File: src/rtl/serial_sub_ctrl.sv
// Bit-serial subtraction controller: feeds one operand bit pair per clock (LSB first)
// to an external full-subtractor cell and assembles the difference word and final borrow.
module serial_sub_ctrl #(
   parameter int WIDTH = 8
) (
   input  logic             clk,
   input  logic             rst_n,
   input  logic             start,
   input  logic [WIDTH-1:0] a_in,
   input  logic [WIDTH-1:0] b_in,
   output logic             fs_a,
   output logic             fs_b,
   output logic             fs_bin,
   input  logic             fs_diff,
   input  logic             fs_brr,
   output logic [WIDTH-1:0] diff_out,
   output logic             borrow_out,
   output logic             busy,
   output logic             done
);

   // state | meaning
   // IDLE  | waiting for start
   // RUN   | one bit pair per cycle through the cell
   // DONE  | one-cycle result-valid pulse; a new start is accepted here too

   localparam int CW = $clog2(WIDTH + 1);
   localparam logic [CW-1:0] LAST = CW'(WIDTH - 1);

   typedef enum logic [1:0] {IDLE, RUN, DONE} state_t;

   state_t           state;
   logic [WIDTH-1:0] a_sh;
   logic [WIDTH-1:0] b_sh;
   logic             brw;
   logic [CW-1:0]    cnt;
   logic             in_run;

   assign in_run = (state == RUN);
   assign fs_a   = in_run & a_sh[0];
   assign fs_b   = in_run & b_sh[0];
   assign fs_bin = in_run & brw;

   always_ff @(posedge clk or negedge rst_n) begin
      if (!rst_n) begin
         state      <= IDLE;
         a_sh       <= '0;
         b_sh       <= '0;
         brw        <= 1'b0;
         cnt        <= '0;
         diff_out   <= '0;
         borrow_out <= 1'b0;
         busy       <= 1'b0;
         done       <= 1'b0;
      end else begin
         case (state)
            IDLE, DONE: begin
               done <= 1'b0;
               if (start) begin
                  a_sh  <= a_in;
                  b_sh  <= b_in;
                  brw   <= 1'b0;
                  cnt   <= '0;
                  busy  <= 1'b1;
                  state <= RUN;
               end else begin
                  state <= IDLE;
               end
            end
            RUN: begin
               a_sh     <= a_sh >> 1;
               b_sh     <= b_sh >> 1;
               // concatenate-and-shift keeps this legal for WIDTH = 1
               diff_out <= WIDTH'({fs_diff, diff_out} >> 1);
               brw      <= fs_brr;
               cnt      <= cnt + 1'b1;
               if (cnt == LAST) begin
                  borrow_out <= fs_brr;
                  busy       <= 1'b0;
                  done       <= 1'b1;
                  state      <= DONE;
               end
            end
            default: begin
               busy  <= 1'b0;
               done  <= 1'b0;
               state <= IDLE;
            end
         endcase
      end
   end

endmodule

File: config.mk
export PLATFORM = sky130hd
export DESIGN_NAME = serial_sub_ctrl
export DESIGN_NICKNAME = d
export VERILOG_FILES = /design/src/rtl/serial_sub_ctrl.sv
export SDC_FILE = /design/constraint.sdc
export NUM_CORES = 1
export LEC_CHECK = 0
export ABC_AREA = 0
export ABC_CLOCK_PERIOD_IN_PS = 1600
export CORE_MARGIN = 2
export CORE_UTILIZATION = 48
export DETAILED_ROUTE_END_ITERATION = 10
export GPL_TIMING_DRIVEN = 1
export PLACE_DENSITY = 0.78
export SLEW_MARGIN = 30
export SYNTH_ARGS = -nofsm -noshare
export SYNTH_HDL_FRONTEND = slang
export SYNTH_SLANG_ARGS = --single-unit
File: constraint.sdc
create_clock -name clk -period 1.6 [get_ports clk]
set_clock_uncertainty 0.1 [all_clocks]
set_input_delay 0.32 -clock clk [delete_from_list [all_inputs] [get_ports clk]]
set_output_delay 0.32 -clock clk [all_outputs]
set_load 0.005 [all_outputs]
Word level (Yosys, flattened, before mapping) --
Index checks and enable logic that the tools add are counted.
Word-level totals: bits of input ports 21, bits in latches 0, memories 0, register bits 34, ROM bits 0, bits in writable memories 0
Operators by class: magnitude comparators 0, multiplexer cells 16, reduce and logical (&&, ||, !) cells 6, multipliers 0, divide/modulo/power cells 0, shift-type cells 0, add/subtract/negate cells 1, bitwise logic cells 3, equality and inequality tests 5
Operator list (number):
- $pmux W8 S2 | 2
- $mux W8 | 2
- $pmux W4 S2 | 1
- $mux W1 | 6
- $reduce_and A2 Y1 | 3
- $add A4 B1 Y4 const B | 1
- $eq A4 B3 Y1 const B | 1
- $mux W4 | 1
- $pmux W1 S2 | 2
- $pmux W2 S2 | 1
- $and A1 B1 Y1 | 3
- $eq A2 B1 Y1 const B | 1
- $eq A2 B2 Y1 const B | 1
- $logic_not A2 Y1 | 1
- $mux W2 | 1
- $ne A2 B1 Y1 const B | 1
- $ne A2 B2 Y1 const B | 1
- $reduce_bool A2 Y1 | 1
- $reduce_or A2 Y1 | 1

Longest topological paths before layout --
Gate-level depths: netlist (run 1).
word-level depth 4, gate-level depth with buffers 5, depth with buffers taken out 4

Least setup slack after synthesis (run 1) --
OpenSTA, ideal clock, no wires.
path type register -> register, start point register cnt[0], end point register borrow_out, arrival 1.171 ns, buffers on the path 0, period minus slack after synthesis 1.399 ns, stages on the path, launching flop included 5, path slack 0.201 ns, required time 1.372 ns, path through dfrtp_1 ha_1 nand3b_1 nor3b_2 mux2_1
On the way: longest elaborated chain between the ends 2
Ends and longest elaborated chain:
- from (decl) | line 36 | logic [CW-1:0] cnt;
- from (signal assigned) | line 76 | cnt <= cnt + 1'b1;
- $eq A4 B3 Y1 | line 77 | if (cnt == LAST) begin
- $reduce_and A2 Y1 (no source line)
- to (signal assigned) | line 78 | borrow_out <= fs_brr;
- to (decl) | line 17 | output logic borrow_out,
Every way passes these cells. A chain may end at the register's enable or synchronous reset.

==> results of run 1 <==
[synth_stat cells]
master / count
dfrtp_1: 33
a22o_1: 19
a21o_1: 15
mux2_1: 9
buf_6: 4
and2_1: 3
buf_2: 2
mux2i_1: 2
nand3b_1: 2
nor2_1: 2
and2b_1: 1
buf_4: 1
ha_1: 1
nand2b_1: 1
nand4_1: 1
nor2_4: 1
nor2b_1: 1
nor2b_2: 1
nor3b_2: 1
o21ai_0: 1
xnor2_1: 1
[worst max-delay path by stage]
stage                     startpoint          to  depth (start not counted)
after detailed placement       start     b_sh[5]                          5
after CTS                   state[1]        done                          3
after floorplan               cnt[0]  borrow_out                          4
final                       state[1]        done                          3
after global routing        state[1]        fs_a                          4
after global placement      state[1]        fs_a                          3
[final cells by class]
cell class                      count  area share, %
Sequential cell                    33          42.25
Multi-Input combinational cell     62          27.98
Timing Repair Buffer               54          25.61
Tap cell                           31          1.985
Clock buffer                        5          1.921
Clock inverter                      1         0.2561
[flip-flops by register name (all words and copies together) (netlist names)]
| signal | count |
|---|---|
| diff_out | 8 |
| b_sh | 8 |
| busy | 1 |
| a_sh | 8 |
| cnt | 4 |
| borrow_out | 1 |
| state | 2 |
| brw | 1 |
[stage by stage]
| stage | utilization, % | cell area, sq um | cells | setup slack [ns] |
|---|---|---|---|---|
| after CTS | 68.29 | 1899 | 182 | -0.07353 |
| final | 70.27 | 1954 | 186 | -0.06205 |
| after global routing | 70.27 | 1954 | 186 | -0.1372 |
| after global placement | 64.87 | 1804 | 168 | -0.1160 |
| after detailed placement | 64.87 | 1804 | 168 | -0.1517 |
| after floorplan | - | 1415 | 102 | 0.2013 |
[routing by layer]
| layer | vias up | routed length, microns | track usage (%) |
|---|---|---|---|
| li1 | 478 | - | - |
| met1 | 508 | 1198 | 23.42 |
| met2 | 28 | 1459 | 31.62 |
| met3 | 4 | 144 | 7.253 |
| met4 | 0 | 32 | 5.980 |
| met5 | - | 0 | 0 |
[power groups by stage]
stage	logic, mW	clock network [mW]	registers (mW)
after global placement	1.52	0	1.44
final	1.76	0.412	1.44
after detailed placement	1.58	0	1.47
after global routing	1.93	0.462	1.49
after CTS	1.64	0.429	1.44
after floorplan	1.04	0	1.42
[repair_timing]
action | in CTS | in global routing
endpoints found under the setup margin | 14 | 23
buffers inserted | 8 | 4
gates resized for setup | 28 | 3
pin swaps | 0 | 6
[kinds of logic (layout without fill, tap and decap cells)]
family,after synthesis,after routing
AO/OA/AOI/OAI,35,35
buffers and inverters,7,60
multiplexers,11,11
XOR/XNOR,1,1
AND/OR/NAND/NOR,14,14
adder cells (fa/ha/maj),1,1
flip-flops,33,33
==> qor.txt, run 1 <==
element type at the critical path start -> flop
Critical R2R Launch -> cnt[0]
die area -> 3398 sq um
share of power burned in registers -> 39.8%
Clock Latency Late Sink -> 0.33 ns
Synthesized Nets -> 124
drt pass-1 iters -> 4
maximum clock frequency -> 601.7 MHz
CP endpoint kind -> output pin
fin. max-slew vios -> 0
CTS H-tree depth -> 2
Gate power share -> 48.8%
Crit-path slowest cell -> dfrtp_1
CTS Root Cell -> clkbuf_4
RSZ-0062 raised after global routing -> yes
Post-Route WL -> 2835 microns
CTS clk-pin slew, worst paths -> 0.10 ns
Hold Violations, Final -> 0
TritonCTS clock tree -> done
share of cells above drive strength 1 -> 22.58%
Syn Area/Cell -> 13.87 sq um
Nets -> 178
worst rel slew slack -> 84.21%
DR DRC count -> 0
Initial DRC Count -> 29
Clock power frac -> 11.4%
multi-input logic area -> 546.8 sq um
most common cell after layout, fill and taps aside -> dfrtp_1
final hold slack -> 0.2462 ns
vias in the first global route -> 1075
unique cell type count in the Yosys netlist -> 21
failing checks -> setup timing
setup ws final -> -0.06205 ns
largest family of logic cells by synthesized area -> compound AO/OA/AOI/OAI gates
starting density of the core -> 50.88%
Synth area leader -> dfrtp_1
post-route ant nets -> 0
RePlAce Congestion -> 0.7486
Hold Crit Class -> primary input to asynchronous set/reset pin
vias -> 1018
setup slack, reg-to-reg -> 0.02 ns
CP Max Fanout -> 2
post-detailed-route wirelength per cell -> 15.24 microns
post-cts hold buffer count -> 0
Core Box Area -> 2781 sq um
status -> finished, violations left
Tmin final -> 1.662 ns
WS Path Type -> flop to output pin
Antenna diodes -> 0
GRT overflow -> 0
hpwl dp -> 1948 microns
worst path required time -> 1.18 ns
max_cap viols -> 0
Setup Viol. Count Final -> 2
P per Cell Area -> 1844 nW/um^2
clk buf depth -> 2
XOR/XNOR Fraction of Synth Area -> 0.6189%
worst-path cell chain -> buf_4 > buf_6 > dlygate4sd2_1
initial antenna violation count -> 0
post-synthesis adder-cell area fraction -> 0.8842%
most frequent cells in the layout -> dfrtp_1 (33), clkdlybuf4s50_1 (20), a22o_1 (19)
Area Growth Syn to Fin -> 38.11%
first-pass GRT wire length -> 4816 microns
NetSw -> 1.162 mW
Internal Power -> 2.442 mW
top-area cell type share of the netlist area -> 58.36%
# fillers -> 224
Data arrival, critical path -> 1.24 ns
Static Leak -> 1.005 nW
mux cell area share after synthesis -> 8.576%
pin count of the biggest net entering global routing -> 34
GRT Total Usage -> 19.19%
Synth area leaders -> dfrtp_1 (58%), a22o_1 (12%), a21o_1 (8.0%)
yosys warns -> 0
Tcrit/Tclk final -> 103.9%
Chip Height -> 58.30 microns
mapped cell area -> 1415 sq um
area fraction in compound gates after synthesis -> 20.07%
Buffers on Ports -> 34
post-layout power -> 3.604 mW
Synth Area in Simple Gates -> 7.073%
R2R cell count -> 4
register bit total from synthesis -> 33
switch share -> 32.24%
critical path's largest stage delay -> 0.42 ns
Boundary Pins -> 35
TNS Setup -> -0.1195 ns
register area share after synthesis -> 58.36%
Post-Synthesis Cells -> 102
TritonCTS buffer count -> 5
Sequential Area -> 825.8 sq um
RR Endpoint -> borrow_out
Site Rows -> 19
Buf/Inv on CP -> 3
Worst VDD drop -> 1400 uV
via density per instance -> 5.473
worst-margin pin slew -> 0.2368 ns
Crit path max-delay family -> buffers and inverters
Die X-Extent -> 58.30 microns
# clock sinks -> 33
(Power assumes the default switching activity.)
==> run 2: changes to the inputs <==
--- a/config.mk
+++ b/config.mk
@@ -6,7 +6,6 @@
 export NUM_CORES = 1
 export LEC_CHECK = 0
 export ABC_AREA = 0
-export ABC_CLOCK_PERIOD_IN_PS = 1600
 export CORE_MARGIN = 2
 export CORE_UTILIZATION = 48
 export DETAILED_ROUTE_END_ITERATION = 10
==> results of run 2 <==
Same layout as run 1: the final DEF is identical, and so are final timing and power.
==> run 3: changes to the inputs <==
--- a/config.mk
+++ b/config.mk
@@ -5,12 +5,12 @@
 export SDC_FILE = /design/constraint.sdc
 export NUM_CORES = 1
 export LEC_CHECK = 0
-export ABC_AREA = 0
+export ABC_AREA = 1
 export CORE_MARGIN = 2
-export CORE_UTILIZATION = 48
+export CORE_UTILIZATION = 49
 export DETAILED_ROUTE_END_ITERATION = 10
 export GPL_TIMING_DRIVEN = 1
-export PLACE_DENSITY = 0.78
+export PLACE_DENSITY = 0.79
 export SLEW_MARGIN = 30
 export SYNTH_ARGS = -nofsm -noshare
 export SYNTH_HDL_FRONTEND = slang
==> run 3 against run 2 <==
  * The flow now finishes without violations
  * Clock power up 29%
  * Count of clock-buffer cells in the layout up 2
  * First-iteration DRC count is 21% higher
  * Critical path type unchanged
  * Largest cell class unchanged
==> qor.txt, run 3 <==
worst rel slew slack -> 85.07%
Synth area leaders -> dfrtp_1 (55%), nand2_1 (26%), inv_1 (6.0%)
Boundary Pins -> 35
Top Registers -> a_sh x8, b_sh x8, diff_out x8
DP Worst Slack -> 0.01600 ns
worst-path cell chain -> buf_4 > dlygate4sd2_1
Antenna diodes -> 0
Post-Synthesis Cells -> 196
starting density of the core -> 50.21%
Syn Area/Cell -> 7.628 sq um
GRT Total Usage -> 19.94%
clk buf depth -> 2
TritonCTS buffer count -> 5
max_cap viols -> 0
die area -> 3509 sq um
Clock Latency Late Sink -> 0.33 ns
DP Area -> 1918 sq um
Site Rows -> 20
Post-synth EDFFs -> 0
Initial DRC Count -> 35
Nets -> 266
multi-input logic area -> 533.0 sq um
share of cells above drive strength 1 -> 13.06%
Data arrival, critical path -> 1.13 ns
count leader, synth -> nand2_1
GRT overflow -> 0
setup ws final -> 0.04889 ns
Buf/Inv on CP -> 2
fin. max-slew vios -> 0
element type at the critical path start -> flop
cell area after layout -> 1992 sq um
critical path's largest stage delay -> 0.40 ns
Final Non-Filler Cells -> 278
post-detailed-route wirelength per cell -> 10.14 microns
placed cell count -> 266
worst path required time -> 1.18 ns
Hold Crit Class -> primary input to asynchronous set/reset pin
DR DRC count -> 0
WS Path Type -> flop to output pin
P per Cell Area -> 1759 nW/um^2
most common cell after layout, fill and taps aside -> nand2_1
vias in the first global route -> 1216
Chip Height -> 59.24 microns
vias -> 1283
register bit total from synthesis -> 33
Crit path max-delay family -> flip-flops
Synth area leader -> dfrtp_1
Buffers on Ports -> 34
Tmin final -> 1.551 ns
Crit-path slowest cell -> dfrtp_1
CP Max Fanout -> 2
Commonest cells post-synth -> nand2_1 (105), dfrtp_1 (33), inv_1 (24)
drt pass-1 iters -> 4
pin count of the biggest net entering global routing -> 34
Static Leak -> 1.133 nW
maximum clock frequency -> 644.7 MHz
Synthesized Nets -> 218
Core Box Area -> 2978 sq um
top-area cell type share of the netlist area -> 55.23%
TritonCTS clock tree -> done
unique cell type count in the Yosys netlist -> 17
Sequential Area -> 825.8 sq um
hpwl dp -> 1970 microns
yosys warns -> 0
worst-margin pin slew -> 0.2240 ns
post-cts hold buffer count -> 0
RePlAce Congestion -> 0.8072
Hold Violations, Final -> 0
Area Growth Syn to Fin -> 33.22%
first-pass GRT wire length -> 5175 microns
most frequent cells in the layout -> nand2_1 (104), dfrtp_1 (33), inv_1 (23)
CP endpoint kind -> output pin
Setup Viol. Count Final -> 0
CTS clk-pin slew, worst paths -> 0.10 ns
initial antenna violation count -> 0
Worst VDD drop -> 1069 uV
mapped cell area -> 1495 sq um
# clock sinks -> 33
via density per instance -> 4.615
register area share after synthesis -> 55.23%
ys flop type -> dfrtp_1
# fillers -> 272
CTS Root Cell -> clkbuf_4
Post-synth ARST share -> 100.0%
CTS H-tree depth -> 2
Die X-Extent -> 59.24 microns
status -> finished clean
post-route ant nets -> 0
RSZ-0062 raised after global routing -> no
Post-Route WL -> 2818 microns
Tcrit/Tclk final -> 96.94%
final hold slack -> 0.2380 ns
run 3: stage by stage:
| step | utilization, % | setup TNS (ns) | total power [mW] |
|---|---|---|---|
| after floorplan | - | 0 | 2.381 |
| after global placement | 64.41 | 0 | 2.996 |
| after detailed placement | 64.41 | 0 | 3.061 |
| after CTS | 66.85 | -0.02322 | 3.529 |
| after global routing | 66.89 | 0 | 3.859 |
| final | 66.89 | 0 | 3.504 |
run 3: final timing paths:
check	startpoint	to	slack [ns]	depth (start not counted)
max reg2reg	state[1]	borrow_out	0.26	6
min	rst_n	diff_out[5]	0.24	2
max	state[1]	done	0.05	2
max in group asynchronous	rst_n	a_sh[7]	0.99	2
min in group clk	borrow_out	borrow_out	0.38	2
min reg2reg	borrow_out	borrow_out	0.38	2
run 3: cell type report:
class                      count  share of cell area, %
sequential                    33                  41.46
multi-input combinational    131                  26.76
timing repair buffer          47                  21.17
inverter                      26                  5.025
clock buffer                   7                  3.266
tap                           33                  2.073
clock inverter                 1                 0.2513
run 3: timing repair:
item / 4_1_cts / 5_1_grt
pin swaps: 3 / 2
hold endpoints to repair: 0 / 0
endpoints found under the setup margin: 14 / 2
resized for setup: 23 / 2
buffers inserted: 3 / 1
run 3: logic make-up (layout without fill, tap and decap cells):
family / Yosys count / after routing / share of synthesized area, %
AO/OA/AOI/OAI: 9 / 9 / 3.012
adder cells (fa/ha/maj): 1 / 1 / 0.8367
buffers and inverters: 32 / 81 / 9.289
flip-flops: 33 / 33 / 55.23
AND/OR/NAND/NOR: 121 / 121 / 31.63
run 3: worst register-to-register path: stages, from the launching register on:
cell     delay (ns)
dfrtp_1        0.40
buf_4          0.14
nor2_2         0.12
buf_4          0.26
nand2_1        0.12
nand2_1        0.07
nand2_1        0.04
run 3: per-layer routing:
metal	global-route usage [%]	wire [microns]	part of all wire, %
met3	6.114	114	4.0
met1	24.86	1276	45
met5	0	0	0
met2	32.81	1387	49
met4	6.818	40	1.4
run 3: power by group:
group	switching, mW	internal [mW]	leakage, nW
combinational	0.863	0.695	0.677
sequential	0.209	1.20	0.414
clock	0.278	0.255	0.0413
